File: src/rtl/pwm_capture.sv
// APB3 PWM capture peripheral: synchronizes pwm_in, measures high time and period
// in PCLK cycles, and reports them with sticky status, stuck-line detection and an irq.
module pwm_capture #(
  parameter int CNT_W   = 32,
  parameter int TIMEOUT = 250000
) (
  input  logic        PCLK,
  input  logic        PRESERN,
  input  logic        PSEL,
  input  logic        PENABLE,
  input  logic        PWRITE,
  input  logic [31:0] PADDR,
  input  logic [31:0] PWDATA,
  output logic [31:0] PRDATA,
  output logic        PREADY,
  output logic        PSLVERR,
  input  logic        pwm_in,
  output logic        irq
);

  typedef enum logic [1:0] {
    S_WAIT_RISE = 2'd0,
    S_MEAS_HIGH = 2'd1,
    S_MEAS_LOW  = 2'd2,
    S_STUCK     = 2'd3
  } stateT;

  localparam logic [1:0] ADDR_CTRL   = 2'd0;
  localparam logic [1:0] ADDR_HIGH   = 2'd1;
  localparam logic [1:0] ADDR_PERIOD = 2'd2;
  localparam logic [1:0] ADDR_STATUS = 2'd3;

  localparam logic [CNT_W-1:0] TIMEOUT_VAL = CNT_W'(TIMEOUT);
  localparam logic [CNT_W-1:0] CNT_ONE     = CNT_W'(1);

  logic             r_s1, r_s2, r_s3;
  logic             r_en, r_irqEn;
  logic             r_new, r_ovr;
  stateT            r_state;
  logic [CNT_W-1:0] r_cnt;
  logic [CNT_W-1:0] r_hiTmp;
  logic [CNT_W-1:0] r_high;
  logic [CNT_W-1:0] r_periodCap;
  logic [CNT_W-1:0] r_periodShadow;

  stateT            w_stateNext;
  logic             w_capture;
  logic             w_loadHi;
  logic             w_rise, w_fall;
  logic             w_timeout;
  logic             w_stuck;
  logic             w_wrEn, w_rdSetup;
  logic [1:0]       w_addr;
  logic [31:0]      w_rdData;
  logic             w_unused;

  assign PREADY   = 1'b1;
  assign PSLVERR  = 1'b0;
  assign w_unused = &{1'b0, PADDR[31:4], PADDR[1:0], PWDATA[31:2]};

  assign w_addr    = PADDR[3:2];
  assign w_wrEn    = PSEL & PENABLE & PWRITE;
  assign w_rdSetup = PSEL & ~PENABLE & ~PWRITE;

  assign w_rise    = r_s2 & ~r_s3;
  assign w_fall    = ~r_s2 & r_s3;
  assign w_timeout = (r_cnt == TIMEOUT_VAL) & ~w_rise;
  assign w_stuck   = (r_state == S_STUCK);

  always_ff @(posedge PCLK or negedge PRESERN) begin
    if (!PRESERN) begin
      r_s1 <= 1'b0;
      r_s2 <= 1'b0;
      r_s3 <= 1'b0;
    end else begin
      r_s1 <= pwm_in;
      r_s2 <= r_s1;
      r_s3 <= r_s2;
    end
  end

  always_ff @(posedge PCLK or negedge PRESERN) begin
    if (!PRESERN) begin
      r_state <= S_WAIT_RISE;
    end else begin
      r_state <= w_stateNext;
    end
  end

  // A rise always wins over the timeout; the timeout in turn wins over a fall.
  always_comb begin
    w_stateNext = r_state;
    w_capture   = 1'b0;
    w_loadHi    = 1'b0;
    if (!r_en) begin
      w_stateNext = S_WAIT_RISE;
    end else begin
      case (r_state)
        S_WAIT_RISE: begin
          if (w_rise) begin
            w_stateNext = S_MEAS_HIGH;
          end else if (w_timeout) begin
            w_stateNext = S_STUCK;
          end
        end
        S_MEAS_HIGH: begin
          if (w_timeout) begin
            w_stateNext = S_STUCK;
          end else if (w_fall) begin
            w_loadHi    = 1'b1;
            w_stateNext = S_MEAS_LOW;
          end
        end
        S_MEAS_LOW: begin
          if (w_rise) begin
            w_capture   = 1'b1;
            w_stateNext = S_MEAS_HIGH;
          end else if (w_timeout) begin
            w_stateNext = S_STUCK;
          end
        end
        S_STUCK: begin
          if (w_rise) begin
            w_stateNext = S_MEAS_HIGH;
          end
        end
        default: begin
          w_stateNext = S_WAIT_RISE;
        end
      endcase
    end
  end

  always_ff @(posedge PCLK or negedge PRESERN) begin
    if (!PRESERN) begin
      r_cnt <= '0;
    end else if (!r_en) begin
      r_cnt <= '0;
    end else if (w_rise) begin
      r_cnt <= CNT_ONE;
    end else if (r_cnt != '1) begin
      r_cnt <= r_cnt + CNT_ONE;
    end
  end

  always_ff @(posedge PCLK or negedge PRESERN) begin
    if (!PRESERN) begin
      r_hiTmp     <= '0;
      r_high      <= '0;
      r_periodCap <= '0;
    end else begin
      if (w_loadHi) begin
        r_hiTmp <= r_cnt;
      end
      if (w_capture) begin
        r_high      <= r_hiTmp;
        r_periodCap <= r_cnt;
      end
    end
  end

  always_ff @(posedge PCLK or negedge PRESERN) begin
    if (!PRESERN) begin
      r_en    <= 1'b0;
      r_irqEn <= 1'b0;
    end else if (w_wrEn && (w_addr == ADDR_CTRL)) begin
      r_en    <= PWDATA[0];
      r_irqEn <= PWDATA[1];
    end
  end

  // A capture in the same cycle as a W1C write keeps the flag set.
  always_ff @(posedge PCLK or negedge PRESERN) begin
    if (!PRESERN) begin
      r_new <= 1'b0;
      r_ovr <= 1'b0;
    end else begin
      if (w_capture) begin
        r_new <= 1'b1;
      end else if (w_wrEn && (w_addr == ADDR_STATUS) && PWDATA[0]) begin
        r_new <= 1'b0;
      end
      if (w_capture && r_new) begin
        r_ovr <= 1'b1;
      end else if (w_wrEn && (w_addr == ADDR_STATUS) && PWDATA[1]) begin
        r_ovr <= 1'b0;
      end
    end
  end

  always_comb begin
    w_rdData = 32'd0;
    case (w_addr)
      ADDR_CTRL:   w_rdData = {30'd0, r_irqEn, r_en};
      ADDR_HIGH:   w_rdData = 32'(r_high);
      ADDR_PERIOD: w_rdData = 32'(r_periodShadow);
      ADDR_STATUS: w_rdData = {28'd0, r_s3, w_stuck, r_ovr, r_new};
      default:     w_rdData = 32'd0;
    endcase
  end

  // Reading HIGH latches the matching period so a later PERIOD read stays paired.
  always_ff @(posedge PCLK or negedge PRESERN) begin
    if (!PRESERN) begin
      PRDATA         <= 32'd0;
      r_periodShadow <= '0;
    end else if (w_rdSetup) begin
      PRDATA <= w_rdData;
      if (w_addr == ADDR_HIGH) begin
        r_periodShadow <= r_periodCap;
      end
    end
  end

  always_ff @(posedge PCLK or negedge PRESERN) begin
    if (!PRESERN) begin
      irq <= 1'b0;
    end else begin
      irq <= r_irqEn & (r_new | w_stuck);
    end
  end

endmodule
File: config.mk
export PLATFORM = sky130hd
export DESIGN_NAME = pwm_capture
export DESIGN_NICKNAME = d
export VERILOG_FILES = /design/src/rtl/pwm_capture.sv
export SDC_FILE = /design/constraint.sdc
export NUM_CORES = 1
export LEC_CHECK = 0
export ABC_AREA = 1
export BUFFER_PORTS_ARGS = -buffer_cell sky130_fd_sc_hd__buf_2
export CAP_MARGIN = 10
export CORE_ASPECT_RATIO = 0.5
export CORE_UTILIZATION = 35
export DETAILED_ROUTE_END_ITERATION = 10
export PLACE_DENSITY = 0.62
export SYNTH_ARGS = -nofsm -noshare
export SYNTH_HDL_FRONTEND = slang
export SYNTH_SLANG_ARGS = --single-unit
File: constraint.sdc
create_clock -name PCLK -period 2.15 [get_ports PCLK]
set_clock_uncertainty 0.1 [all_clocks]
set_input_delay 0.215 -clock PCLK [delete_from_list [all_inputs] [get_ports PCLK]]
set_output_delay 0.215 -clock PCLK [all_outputs]
set_load 0.005 [all_outputs]
Word level (Yosys, flattened, before mapping):

Cells that the tools add are included.

* bitwise logic cells: 14
* equality and inequality tests: 12
* reduce and logical (&&, ||, !) cells: 12
* $add $sub $neg: 1
* mux-type cells: 22

Operator list (count)
* 32-bit case mux with 4 select lines: 1
* 32-bit 2-to-1 mux: 3
* 32-bit by 1-bit adder with 32-bit output, second input constant: 1
* 32-bit by 18-bit == test with 1-bit output, second input constant: 1
* 32-bit != test, second input constant: 1
* 2-bit 2-to-1 mux: 6
* 1-bit 2-to-1 mux: 11
* 1-bit bitwise AND: 8
* 2-bit == test, second input constant: 4
* 2-bit case mux with 3 select lines: 1
* 1-bit logical AND: 5
* 1-bit NOT: 5
* 2-bit by 1-bit == test with 1-bit output, second input constant: 2
* 2-bit logical NOT: 2
* 4-bit by 2-bit != test with 1-bit output, second input constant: 1
* 4-bit != test, second input constant: 1
* 2-bit nonzero test: 2
* 3-bit by 1-bit != test with 1-bit output, second input constant: 1
* 3-bit != test, second input constant: 1
* 3-bit AND reduction: 1
* 2-bit AND reduction: 1
* 2-bit OR reduction: 1
* 1-bit bitwise OR: 1

* flip-flop bits (word level): 202
* logic and storage cells: 76
* input port bits: 70

Logic depth before layout (Yosys ltp):

Gate-level depths: netlist (run 1).

* word-level depth: 8
* gate-level depth with buffers: 11
* mapped depth without buffers: 11

Worst setup path after synthesis (run 1):

OpenSTA, ideal clock, no wires.

* path kind: register to register
* start: reg r_cnt[1]
* end: reg r_hiTmp[1]
* buffers on the path: 1
* setup time: 0.124 ns
* arrival: 1.513 ns
* cell stages (with the launch flop): 11
* slack: 0.413 ns
* required time: 1.926 ns
* cells stage by stage: dfrtp_1 inv_1 ha_1 nand2_1 nor2_1 nand2_1 nor2_1 nand3_2 nand3_4 buf_6 o21ai_2

* word-level cells in the longest chain between the ends: 5

RTL lines
* start, declared: RTL line 40 `logic [CNT_W-1:0] r_cnt;`
* start signal, assigned: RTL line 142 `r_cnt <= r_cnt + CNT_ONE;`
* 32-bit by 18-bit == test with 1-bit output: RTL line 67 `assign w_timeout = (r_cnt == TIMEOUT_VAL) & ~w_rise;`
* 1-bit bitwise AND: RTL line 67
* 1-bit 2-to-1 mux: RTL line 107 `if (w_timeout) begin`
* 1-bit 2-to-1 mux: RTL line 98 `case (r_state)`
* 1-bit 2-to-1 mux: RTL line 95 `if (!r_en) begin`
* end signal, assigned: RTL line 153 `r_hiTmp <= r_cnt;`
* end, declared: RTL line 41 `logic [CNT_W-1:0] r_hiTmp;`

Parallel ways exist; a longest one is shown, timed or not.
A chain may end at the register's enable or synchronous reset.

Final worst setup path (run 1):

* start: reg r_cnt[0]
* end: reg r_hiTmp[8]

* word-level cells in the longest chain between the ends: 5

RTL lines (RTL line)
* 32-bit by 18-bit == test with 1-bit output: 67
* 1-bit bitwise AND: 67
* 1-bit 2-to-1 mux: 107
* 1-bit 2-to-1 mux: 98
* 1-bit 2-to-1 mux: 95

Every way passes these cells.

==> implementation parameters, run 1 <==
Parameter                              Value

Run status
  Run status    finished clean

Clock tree
  Root cell of the clock tree    sky130_fd_sc_hd__clkbuf_16
  CTS sink count    a little over 200
  Htree depth    1
  CTS tree    yes
  Quantity of gates resized following cts    0
  Clock-pin slew on the worst setup and hold paths    0.06 ns
  Number of clock buffers inserted by TritonCTS    20
  Buffers inserted during post-CTS setup optimization    0
  Source-to-sink clock delay at the later pin of the worst-skew pair    around 0.50 ns
  Maximum count of clock buffers along a single path    3

Global routing
  Maximum number of pins on one net before global-route repair    73
  Number of global-route vias before repair    between 6000 and 7000
  Number of antenna violations at the first check in global routing    0
  Congestion Overflow GR    0
  Global-route wire length before repair    36800 µm
  Total GRT Usage    0.177

Route
  Post-DR vias/cell    slightly below 5
  Total Routed Length    22600 µm
  Initial DRC Count    ~620
  Post-route ant nets    0
  Via count    6822
  DRT Pass-1 Iters    5
  WL per Instance    approximately 16 µm
  DRC violations left    0

Synthesis
  Number of distinct library cell variants in the gate-level netlist after synthesis    34
  Synthesized netlist cell count    979
  Synthesis Warnings    0
  Average size of a mapped cell    between 9 and 10 µm²
  #FFs+latches synth    between 200 and 250
  Number of enable flip-flop cells after synthesis    0
  Most instantiated flip-flop cell in the synthesis netlist    sky130_fd_sc_hd__dfrtp_1
  Fraction of registers with async set or reset after synthesis    1.00
  Syn nets    between 1000 and 1500
  Cell area after technology mapping    roughly 8900 µm²
  Sequential element share of the synthesized area    0.565

Finish
  Non-filler cells, final    about 1400
  Fill cell count    between 2000 and 2500
  Finished Core Util    0.428
  Antenna diode count    0
  Share of cells above drive strength 1    0.188
  Footprint of the multi-input gates    about 3300 µm²
  Final layout net count    about 1100
  Layout-stage area growth over the synthesis result    17.3%
  Cell area after layout    10500 µm²
  Flip-flop and latch area    just over 5000 µm²

STA
  Final count of pins violating max slew    0
  Highest attainable clock frequency    ~490 MHz
  Fin worst setup slack    0.123 ns
  Worst slew margin relative to its limit    0.572
  Slew at the pin with the worst max-slew slack    0.642 ns
  Unrepaired setup endpoints after global routing    yes
  Final setup TNS    0 ns
  Final hold viol count    0
  Final setup fails    0
  Fin crit share    0.943
  Min Clock Period, post-route    between 2 and 2.5 ns

Critical path
  Endpoint arrival time on the critical path    between 2 and 2.5 ns
  Worst setup EP type    flop
  Crit path required time    ~2.4 ns
  Critical path type    flop to flop
  CP max FO    36
  Critical Path Source Type    flop

Hold path
  Worst hold path class    input port to flop

Placed design
  Cell count after placement    1352
  Total of buffers placed on input and output ports    between 40 and 50
  Setup Slack @ Placement    approximately 0.16 ns
  Post-DP HPWL    roughly 16000 µm
  Placed cell areas    around 9800 µm²
  Gp weighted congestion    0.911

Floorplanning
  Starting density of the core    0.365
  Horizontal die dimension    around 230 µm
  Chip height    around 120 µm
  Placement Rows    40
  Placeable core area    between 20000 and 25000 µm²
  Die Outline Area    26200 µm²
  I/O pins    around 110

Power and ir drop
  Power density over the cells    around 850 nW/µm²
  Leakage power of the design    between 5 and 6 nW
  Maximum vdd ir drop    0.416 mV

Run
  Number of max-cap violations    0
==> cell usage after synthesis (3+ instances only) <==
cell	number	area, µm²
sky130_fd_sc_hd__clkinv_1	3	11.3
sky130_fd_sc_hd__nand3_1	66	330
sky130_fd_sc_hd__nor2_2	5	31.3
sky130_fd_sc_hd__nand2_1	239	897
sky130_fd_sc_hd__a21oi_1	36	180
sky130_fd_sc_hd__nor3_1	12	60.1
sky130_fd_sc_hd__buf_2	12	60.1
sky130_fd_sc_hd__dfrtp_1	202	5050
sky130_fd_sc_hd__buf_6	6	67.6
sky130_fd_sc_hd__mux2_2	36	405
sky130_fd_sc_hd__inv_2	8	30.0
sky130_fd_sc_hd__nand4_1	10	62.6
sky130_fd_sc_hd__nor3_2	3	30.0
sky130_fd_sc_hd__a31oi_1	4	25.0
sky130_fd_sc_hd__clkbuf_1	22	82.6
sky130_fd_sc_hd__nor2_1	89	334
sky130_fd_sc_hd__o21ai_2	28	245
sky130_fd_sc_hd__o21ai_0	61	305
sky130_fd_sc_hd__o21ai_1	5	25.0
sky130_fd_sc_hd__o211ai_1	29	218
sky130_fd_sc_hd__inv_1	83	312
sky130_fd_sc_hd__nand2_2	4	25.0
==> flip-flops by register name, summed over array words and instances (netlist names) <==
name            cells
r_periodCap        32
r_new               1
PRDATA             32
r_periodShadow     32
r_s2                1
irq                 1
r_en                1
r_ovr               1
r_irqEn             1
r_high             32
r_hiTmp            32
r_s1                1
r_state             2
r_cnt              32
r_s3                1
==> what timing repair did <==
item / 4_1_cts / 5_1_grt
hold buffers: 6 / 0
endpoints found under the hold margin: 73 / 0
setup endpoints to repair: 0 / 1
==> per-layer routing <==
layer  vias to the layer above  track usage  routed length (µm)  share of wire
li1                       3333            -                   -              -
met1                      3330        0.274               11700           0.52
met2                       140        0.263                9450           0.42
met3                        19       0.0288                1150          0.051
met4                         0       0.0291                 275          0.012
met5                         -            0                   0              0
==> report_power, final <==
group          total [mW]  internal, mW  switching, mW  leakage, nW
Clock                3.65          2.18           1.47        0.331
Combinational       0.937         0.338          0.599         1.91
Sequential           4.31          4.15          0.157         2.77
Total                8.89          6.67           2.22         5.01
==> area by class of cell <==
cell class	count	share of cell area
timing repair buffer	86	0.0633
tap	336	0.0401
inverter	94	0.0336
sequential	202	0.482
clock inverter	6	0.0111
multi-input combinational	640	0.316
clock buffer	28	0.0534
==> placed cells by master, fill, tap and decap left out, drive strengths merged <==
cell type / count
a221oi: 1
o2111ai: 1
clkinv: 6
nand2: 243
buf: 79
o21ai: 94
bufinv: 3
nand4: 10
a21oi: 36
dfrtp: 202
inv: 91
nand3: 69
a21boi: 1
o211ai: 29
nor2: 95
and3: 1
conb: 2
dlygate4sd3: 6
a31oi: 4
mux2: 36
nor3: 16
ha: 2
clkbuf: 29
==> final timing paths <==
path | from | endpoint | slack [ns] | cells after the start
setup / recovery | r_cnt[0] | r_hiTmp[8] | 0.12 | 11
min in group asynchronous | PRESERN | r_s1 | 0.18 | 2
hold reg to reg | r_s1 | r_s2 | 0.25 | 0
hold / removal | PADDR[2] | r_irqEn | 0.05 | 4
setup reg to reg | r_cnt[0] | r_hiTmp[8] | 0.12 | 11
max in group asynchronous | PRESERN | r_hiTmp[13] | 1.05 | 3
==> critical path, stage by stage (launching register included) <==
cell	delay, ns
sky130_fd_sc_hd__dfrtp_1	0.44
sky130_fd_sc_hd__inv_2	0.08
sky130_fd_sc_hd__ha_1	0.21
sky130_fd_sc_hd__nand2_1	0.07
sky130_fd_sc_hd__nor2_1	0.09
sky130_fd_sc_hd__nand2_1	0.06
sky130_fd_sc_hd__nor2_1	0.11
sky130_fd_sc_hd__buf_4	0.14
sky130_fd_sc_hd__nand3_2	0.12
sky130_fd_sc_hd__nand3_4	0.11
sky130_fd_sc_hd__buf_12	0.22
sky130_fd_sc_hd__o21ai_0	0.12
==> logic make-up after synthesis <==
| family | Yosys count | share of synthesized area |
|---|---|---|
| other cells | 2 | 0.000840 |
| simple gates | 434 | 0.206 |
| mux | 36 | 0.0453 |
| compound gates | 166 | 0.114 |
| flops | 202 | 0.565 |
| buf+inv | 137 | 0.0652 |
| fa+ha+maj | 2 | 0.00280 |
==> through the flow <==
step / hold slack (ns) / power [mW]
finish: 0.0522 / 8.89
floorplan: -0.181 / 4.89
global route: 0.0673 / 9.30
global placement: 0.182 / 5.27
CTS: 0.0243 / 8.98
detailed placement: 0.182 / 5.31
Note: power is estimated with default switching activity, not from simulation.
==> run 2: changes to the inputs <==
PLACE_DENSITY = 0.52   (was 0.62)
clock period = 2.1 ns   (was 2.15 ns; I/O delays follow)
==> implementation parameters, run 2 (synthesis results as in run 1) <==
Parameter                              Value

Finish
  Top library cells by usage in the layout, fill and taps aside    sky130_fd_sc_hd__nand2_1 (238), sky130_fd_sc_hd__dfrtp_1 (201), sky130_fd_sc_hd__nor2_1 (88), sky130_fd_sc_hd__inv_1 (83), sky130_fd_sc_hd__nand3_1 (66)
  Layout-stage area growth over the synthesis result    16.8%
  Antenna diode count    0 (unchanged)
  Final layout net count    1114 (-0.18%)
  Flip-flop and latch area    5060 µm² (about the same)
  Commonest non-fill, non-tap cell in the layout    sky130_fd_sc_hd__nand2_1
  Finished Core Util    0.426 (-0.00179)
  Footprint of the multi-input gates    3330 µm² (+0.38%)
  Fill cell count    2485 (+4.9%)
  Share of cells above drive strength 1    0.191 (+0.00207)
  Non-filler cells, final    1391 (-0.072%)

Global routing
  Global Route met3 Usage    0.0300 (+0.00124)
  Total GRT Usage    0.182 (+0.00514)
  Number of antenna violations at the first check in global routing    0 (unchanged)
  Global-route wire length before repair    37500 µm (+2.0%)
  Number of global-route vias before repair    6740 (+2.5%)
  Congestion Overflow GR    0 (unchanged)
  Maximum number of pins on one net before global-route repair    58 (-21%)
  Met1 Resource Use GR    0.280 (+0.00620)
  Most crowded layer after global routing    met1
  GR Util met2    0.268 (+0.00488)

Critical path
  Critical Path Source Type    flop
  Worst setup EP type    flop
  Crit path required time    2.37 ns (-0.05 ns)
  Flop2flop setup slack    0.14 ns (about the same)
  Cell with the largest stage delay on the worst path    sky130_fd_sc_hd__dfrtp_2
  Count of cells along the worst register-to-register path    10 (-1)
  Slowest stage delay, CP    0.45 ns (about the same)
  Terminus of the critical flop-to-flop path    r_cnt[15]
  Crit-path cells    ha_1, nand2_1, nor2_4, nand2_1, inv_1, nand2_2, clkinv_1, nand3_1, buf_12, o21ai_0
  Worst path most repeated cell    sky130_fd_sc_hd__nand2_1
  Endpoint arrival time on the critical path    2.23 ns (-0.07 ns)
  CP max FO    20 (-44%)
  Critical path type    flop to flop
  Reg2Reg Launch Point    r_cnt[0]

Route
  DRT Pass-1 Iters    6 (+1)
  Via count    6788 (-0.50%)
  DRC violations left    0 (unchanged)
  Initial DRC Count    588 (-4.5%)
  Total Routed Length    23000 µm (+1.7%)
  WL per Instance    16.5 µm (+1.8%)
  Post-DR vias/cell    4.88 (-0.43%)
  Post-route ant nets    0 (unchanged)

Hold path
  Worst min-delay path endpoint    r_en
  Worst hold path class    input port to flop
  Worst Min Path Start    PADDR[2]
  Hold depth    4 (unchanged)

Clock tree
  CTS tree    yes
  Htree depth    1 (unchanged)
  Clock-pin slew on the worst setup and hold paths    0.07 ns (about the same)
  Maximum count of clock buffers along a single path    3 (unchanged)
  Number of clock buffers inserted by TritonCTS    20 (unchanged)
  CTS sink count    202 (unchanged)
  Source-to-sink clock delay at the later pin of the worst-skew pair    0.49 ns (about the same)
  Root cell of the clock tree    sky130_fd_sc_hd__clkbuf_16

Floorplanning
  Chip height    115 µm (unchanged)
  Placeable core area    24500 µm² (unchanged)
  Horizontal die dimension    228 µm (unchanged)
  Die Outline Area    26200 µm² (unchanged)
  Starting density of the core    0.365 (unchanged)
  I/O pins    105 (unchanged)
  Placement Rows    40 (unchanged)

STA
  Worst-case hold slack    0.0383 ns (-0.0140 ns)
  Final setup TNS    0 ns (unchanged)
  Slew at the pin with the worst max-slew slack    0.591 ns (-0.0512 ns)
  Min Clock Period, post-route    1.96 ns (-0.0636 ns)
  Final hold viol count    0 (unchanged)
  Unrepaired setup endpoints after global routing    no
  Final count of pins violating max slew    0 (unchanged)
  Fin crit share    0.935 (-0.00785)
  Worst slew margin relative to its limit    0.603 (+0.0311)
  Highest attainable clock frequency    509 MHz (+3.2%)
  Final setup fails    0 (unchanged)

Power and ir drop
  Leakage power of the design    4.99 nW (-0.25%)
  Power density over the cells    854 nW/µm² (+0.76%)
  Maximum vdd ir drop    0.405 mV (-2.8%)
  Design Power    8.92 mW (+0.34%)

Placed design
  Cell count after placement    1352 (unchanged)
  Total of buffers placed on input and output ports    42 (unchanged)
  Post-DP HPWL    16000 µm (+1.4%)
  Gp weighted congestion    0.932 (+2.3%)

Run status
  Run status    finished clean

Run
  Number of max-cap violations    0 (unchanged)
[run 2: cell types whose count changed in the layout (fill, tap and decap cells not counted)]
cell,change
sky130_fd_sc_hd__clkinv_2,+2
sky130_fd_sc_hd__nand2_4,+1
sky130_fd_sc_hd__nor2_4,+1
sky130_fd_sc_hd__dfrtp_2,+1
sky130_fd_sc_hd__dfrtp_1,-1
sky130_fd_sc_hd__clkinv_8,-1
sky130_fd_sc_hd__nor2_1,-1
sky130_fd_sc_hd__dlygate4sd3_1,-2
sky130_fd_sc_hd__clkbuf_16,+1
sky130_fd_sc_hd__nand2_2,-1
sky130_fd_sc_hd__clkbuf_1,+1
sky130_fd_sc_hd__bufinv_16,-2
[run 2: layout make-up]
| type | instances | area share |
|---|---|---|
| sequential | 202 | 0.484 |
| multi-input combinational | 640 | 0.319 |
| timing repair buffer | 84 | 0.0617 |
| clock buffer | 30 | 0.0564 |
| tap | 336 | 0.0402 |
| inverter | 94 | 0.0338 |
| clock inverter | 5 | 0.00479 |
[run 2: worst max path at each step]
| stage | from | to | slack (ns) |
|---|---|---|---|
| final | r_cnt[0] | r_cnt[15] | 0.14 |
| after global routing | r_cnt[0] | r_cnt[9] | 0.0009 |
| after floorplan | r_cnt[1] | r_hiTmp[1] | 0.36 |
| after CTS | r_cnt[0] | r_hiTmp[9] | 0.13 |
| after detailed placement | r_cnt[0] | r_hiTmp[17] | 0.16 |
| after global placement | r_cnt[0] | r_hiTmp[20] | 0.15 |
[run 2: metrics by stage]
step / worst slack, ns / area, µm²
final: 0.136 / 10400
after global routing: 0.000944 / 10400
after CTS: 0.131 / 10400
after detailed placement: 0.163 / 9750
after global placement: 0.150 / 9750
after floorplan: 0.363 / 8940
[run 2: timing repair]
item | in CTS | in global routing
gates resized for setup | 0 | 4
hold buffers | 4 | 0
setup endpoints to repair | 0 | 39
setup buffers | 0 | 0
hold endpoints to repair | 195 | 0
[run 2: critical path: cells and delay by family, from the launching register on]
kind,cells,cell delay [ns]
flops,1,0.45
fa+ha+maj,1,0.23
compound gates,1,0.11
buf+inv,3,0.40
simple gates,5,0.52
[run 2: metal layers]
metal	wire [µm]	up-vias
li1	-	3328
met1	12200	3327
met2	9330	110
met3	1030	23
met4	377	0
met5	0	-
[run 2: report_power, final]
group	leakage, nW	internal [mW]	switching (mW)
registers	2.77	4.25	0.153
logic	1.91	0.345	0.612
clock network	0.317	2.06	1.50
==> run 3: changes to the inputs <==
CORE_UTILIZATION = 46   (was 35)
PLACE_DENSITY = 0.65   (was 0.52)
==> implementation parameters, run 3 (synthesis results as in run 1) <==
Parameter                              Value

Run status
  Run status    finished clean

Route
  DRC violations left    0 (unchanged)
  WL per Instance    16.4 µm (-0.81%)
  Initial DRC Count    568 (-3.4%)
  Via count    6847 (+0.87%)
  DRT Pass-1 Iters    5 (-1)
  Met3 layer wire length in the routed design    1150 µm (+12%)
  Post-DR vias/cell    5.21 (+6.9%)
  Met2 WL    8780 µm (-5.9%)
  Total routed wire length on the met1 layer    11200 µm (-8.0%)
  Post-route ant nets    0 (unchanged)
  Top sig layer    met4
  Total Routed Length    21500 µm (-6.4%)

Power and ir drop
  Power spent charging and discharging nets    2.24 mW (-1.2%)
  Power density over the cells    841 nW/µm² (-1.6%)
  Combinational Power Share    0.110 (+0.003)
  Leakage power of the design    4.99 nW (about the same)
  Total internal power    6.46 mW (-2.9%)
  Sequential group share of total power    0.506 (+0.013)
  Switching Fraction    0.257 (+0.00335)
  Clock Power Share    0.383 (-0.016)
  Maximum vdd ir drop    0.363 mV (-10%)

Global routing
  Congestion Overflow GR    0 (unchanged)
  Number of global-route vias before repair    6417 (-4.8%)
  Maximum number of pins on one net before global-route repair    68 (+17%)
  Total GRT Usage    0.227 (+0.0445)
  Number of antenna violations at the first check in global routing    0 (unchanged)
  Global-route wire length before repair    35000 µm (-6.7%)

Floorplanning
  Horizontal die dimension    199 µm (-13%)
  Placement Rows    35 (-13%)
  Starting density of the core    0.478 (+0.114)
  Placeable core area    18700 µm² (-24%)
  Die Outline Area    20000 µm² (-24%)
  Chip height    101 µm (-13%)
  I/O pins    105 (unchanged)

Clock tree
  Buffers inserted during post-CTS setup optimization    0 (unchanged)
  Htree depth    1 (unchanged)
  Root cell of the clock tree    sky130_fd_sc_hd__clkbuf_16
  CTS sink count    202 (unchanged)
  Clock-pin slew on the worst setup and hold paths    0.07 ns (about the same)
  Number of clock buffers inserted by TritonCTS    19 (-5.0%)
  CTS tree    yes
  Maximum count of clock buffers along a single path    3 (unchanged)
  Source-to-sink clock delay at the later pin of the worst-skew pair    0.49 ns (about the same)

Critical path
  Worst setup EP type    flop
  Worst path most repeated cell    sky130_fd_sc_hd__nand2_1
  Crit-path cells    ha_2, nand2_1, nor2_4, nand2_1, inv_1, nand2_2, nor2_2, nand2_1, nand3_1, nand2_1, nor2_1
  CP max FO    4 (-80%)
  Reg2Reg Launch Point    r_cnt[0]
  Crit path required time    2.42 ns (+0.05 ns)
  Launch point of the critical path    r_cnt[0]
  Critical Path Source Type    flop
  Slowest stage delay, CP    0.43 ns (-0.02 ns)
  Critical path type    flop to flop
  Cell with the largest stage delay on the worst path    sky130_fd_sc_hd__dfrtp_1
  Endpoint arrival time on the critical path    2.30 ns (+0.07 ns)

Placed design
  Post-DP HPWL    14700 µm (-7.9%)
  Total of buffers placed on input and output ports    42 (unchanged)
  Cell count after placement    1273 (-5.8%)
  Gp weighted congestion    0.885 (-5.0%)

STA
  Min Clock Period, post-route    1.98 ns (+0.0136 ns)
  Final hold viol count    0 (unchanged)
  Final setup fails    0 (unchanged)
  Fin crit share    0.942 (+0.00650)
  Final setup TNS    0 ns (unchanged)
  Unrepaired setup endpoints after global routing    no
  Highest attainable clock frequency    506 MHz (-0.69%)
  Final count of pins violating max slew    0 (unchanged)
  Worst slew margin relative to its limit    0.597 (-0.00626)
  Slew at the pin with the worst max-slew slack    0.605 ns (+0.0139 ns)
  Worst-case hold slack    0.0188 ns (-0.0195 ns)

Finish
  Non-filler cells, final    1313 (-5.6%)
  Finished Core Util    0.553 (+0.128)
  Layout-stage area growth over the synthesis result    15.7%
  Antenna diode count    0 (unchanged)
  Top library cells by usage in the layout, fill and taps aside    sky130_fd_sc_hd__nand2_1 (238), sky130_fd_sc_hd__dfrtp_1 (202), sky130_fd_sc_hd__nor2_1 (88), sky130_fd_sc_hd__inv_1 (83), sky130_fd_sc_hd__nand3_1 (65)
  Share of cells above drive strength 1    0.190 (-0.000768)
  Commonest non-fill, non-tap cell in the layout    sky130_fd_sc_hd__nand2_1
  Final layout net count    1113 (-0.090%)

Run
  Number of max-cap violations    0 (unchanged)

Hold path
  Worst hold path class    input port to flop
  Worst Min Path Start    PADDR[2]
## run 3: cell count changes in the layout (fill, tap and decap cells not counted), sizes merged
cell         previous run  this run
bufinv                  1         0
clkinv                  7         6
buf                    79        77
clkbuf                 31        30
inv                    91        93
dlygate4sd3             4         6
## run 3: cell type report
type / count / area (µm²)
well taps: 259 / 324
clock inverters: 5 / 32.5
repair buffers: 84 / 687
fillers: 1718 / 8350
clock buffers: 29 / 563
multi-input cells: 640 / 3330
flip-flops and latches: 202 / 5050
inverters: 94 / 353
## run 3: repair_timing
action,4_1_cts,5_1_grt
hold endpoints to repair,67,0
hold buffers,6,0
gates resized for setup,0,4
setup endpoints to repair,0,25
## run 3: through the flow
stage	total power, mW	setup slack [ns]	cell area [µm²]
2_1_floorplan	5.01	0.363	8940
3_3_place_gp	5.39	0.175	9680
3_5_place_dp	5.44	0.131	9680
4_1_cts	8.78	0.105	10300
5_1_grt	9.10	0.00370	10300
6_report	8.70	0.123	10300
## run 3: per-layer routing
metal / global-route usage / vias to the layer above
met5: 0 / -
met4: 0.0456 / 0
li1: - / 3334
met2: 0.318 / 144
met1: 0.365 / 3340
met3: 0.0351 / 29
## run 3: path summary, 6_finish.rpt
path	to	slack (ns)	cells past startpoint
min	r_irqEn	0.02	4
max in group asynchronous	r_periodShadow[31]	0.97	3
max reg2reg	r_cnt[7]	0.12	11
max	r_cnt[7]	0.12	11
min in group asynchronous	r_cnt[10]	0.18	2
min reg2reg	r_s2	0.25	0
## run 3: critical path, delay by kind of cell (launching register included)
kind,cells,cell delay (ns)
AND/OR/NAND/NOR,9,1.03
flip-flops,1,0.43
adder cells (fa/ha/maj),1,0.25
buffers and inverters,1,0.10
## run 3: power by group through the flow
stage	Clock, mW	Sequential [mW]	Combinational [mW]
global placement	0	4.47	0.921
finish	3.34	4.40	0.959
global route	3.57	4.44	1.09
CTS	3.40	4.41	0.970
floorplan	0	4.44	0.571
detailed placement	0	4.48	0.960
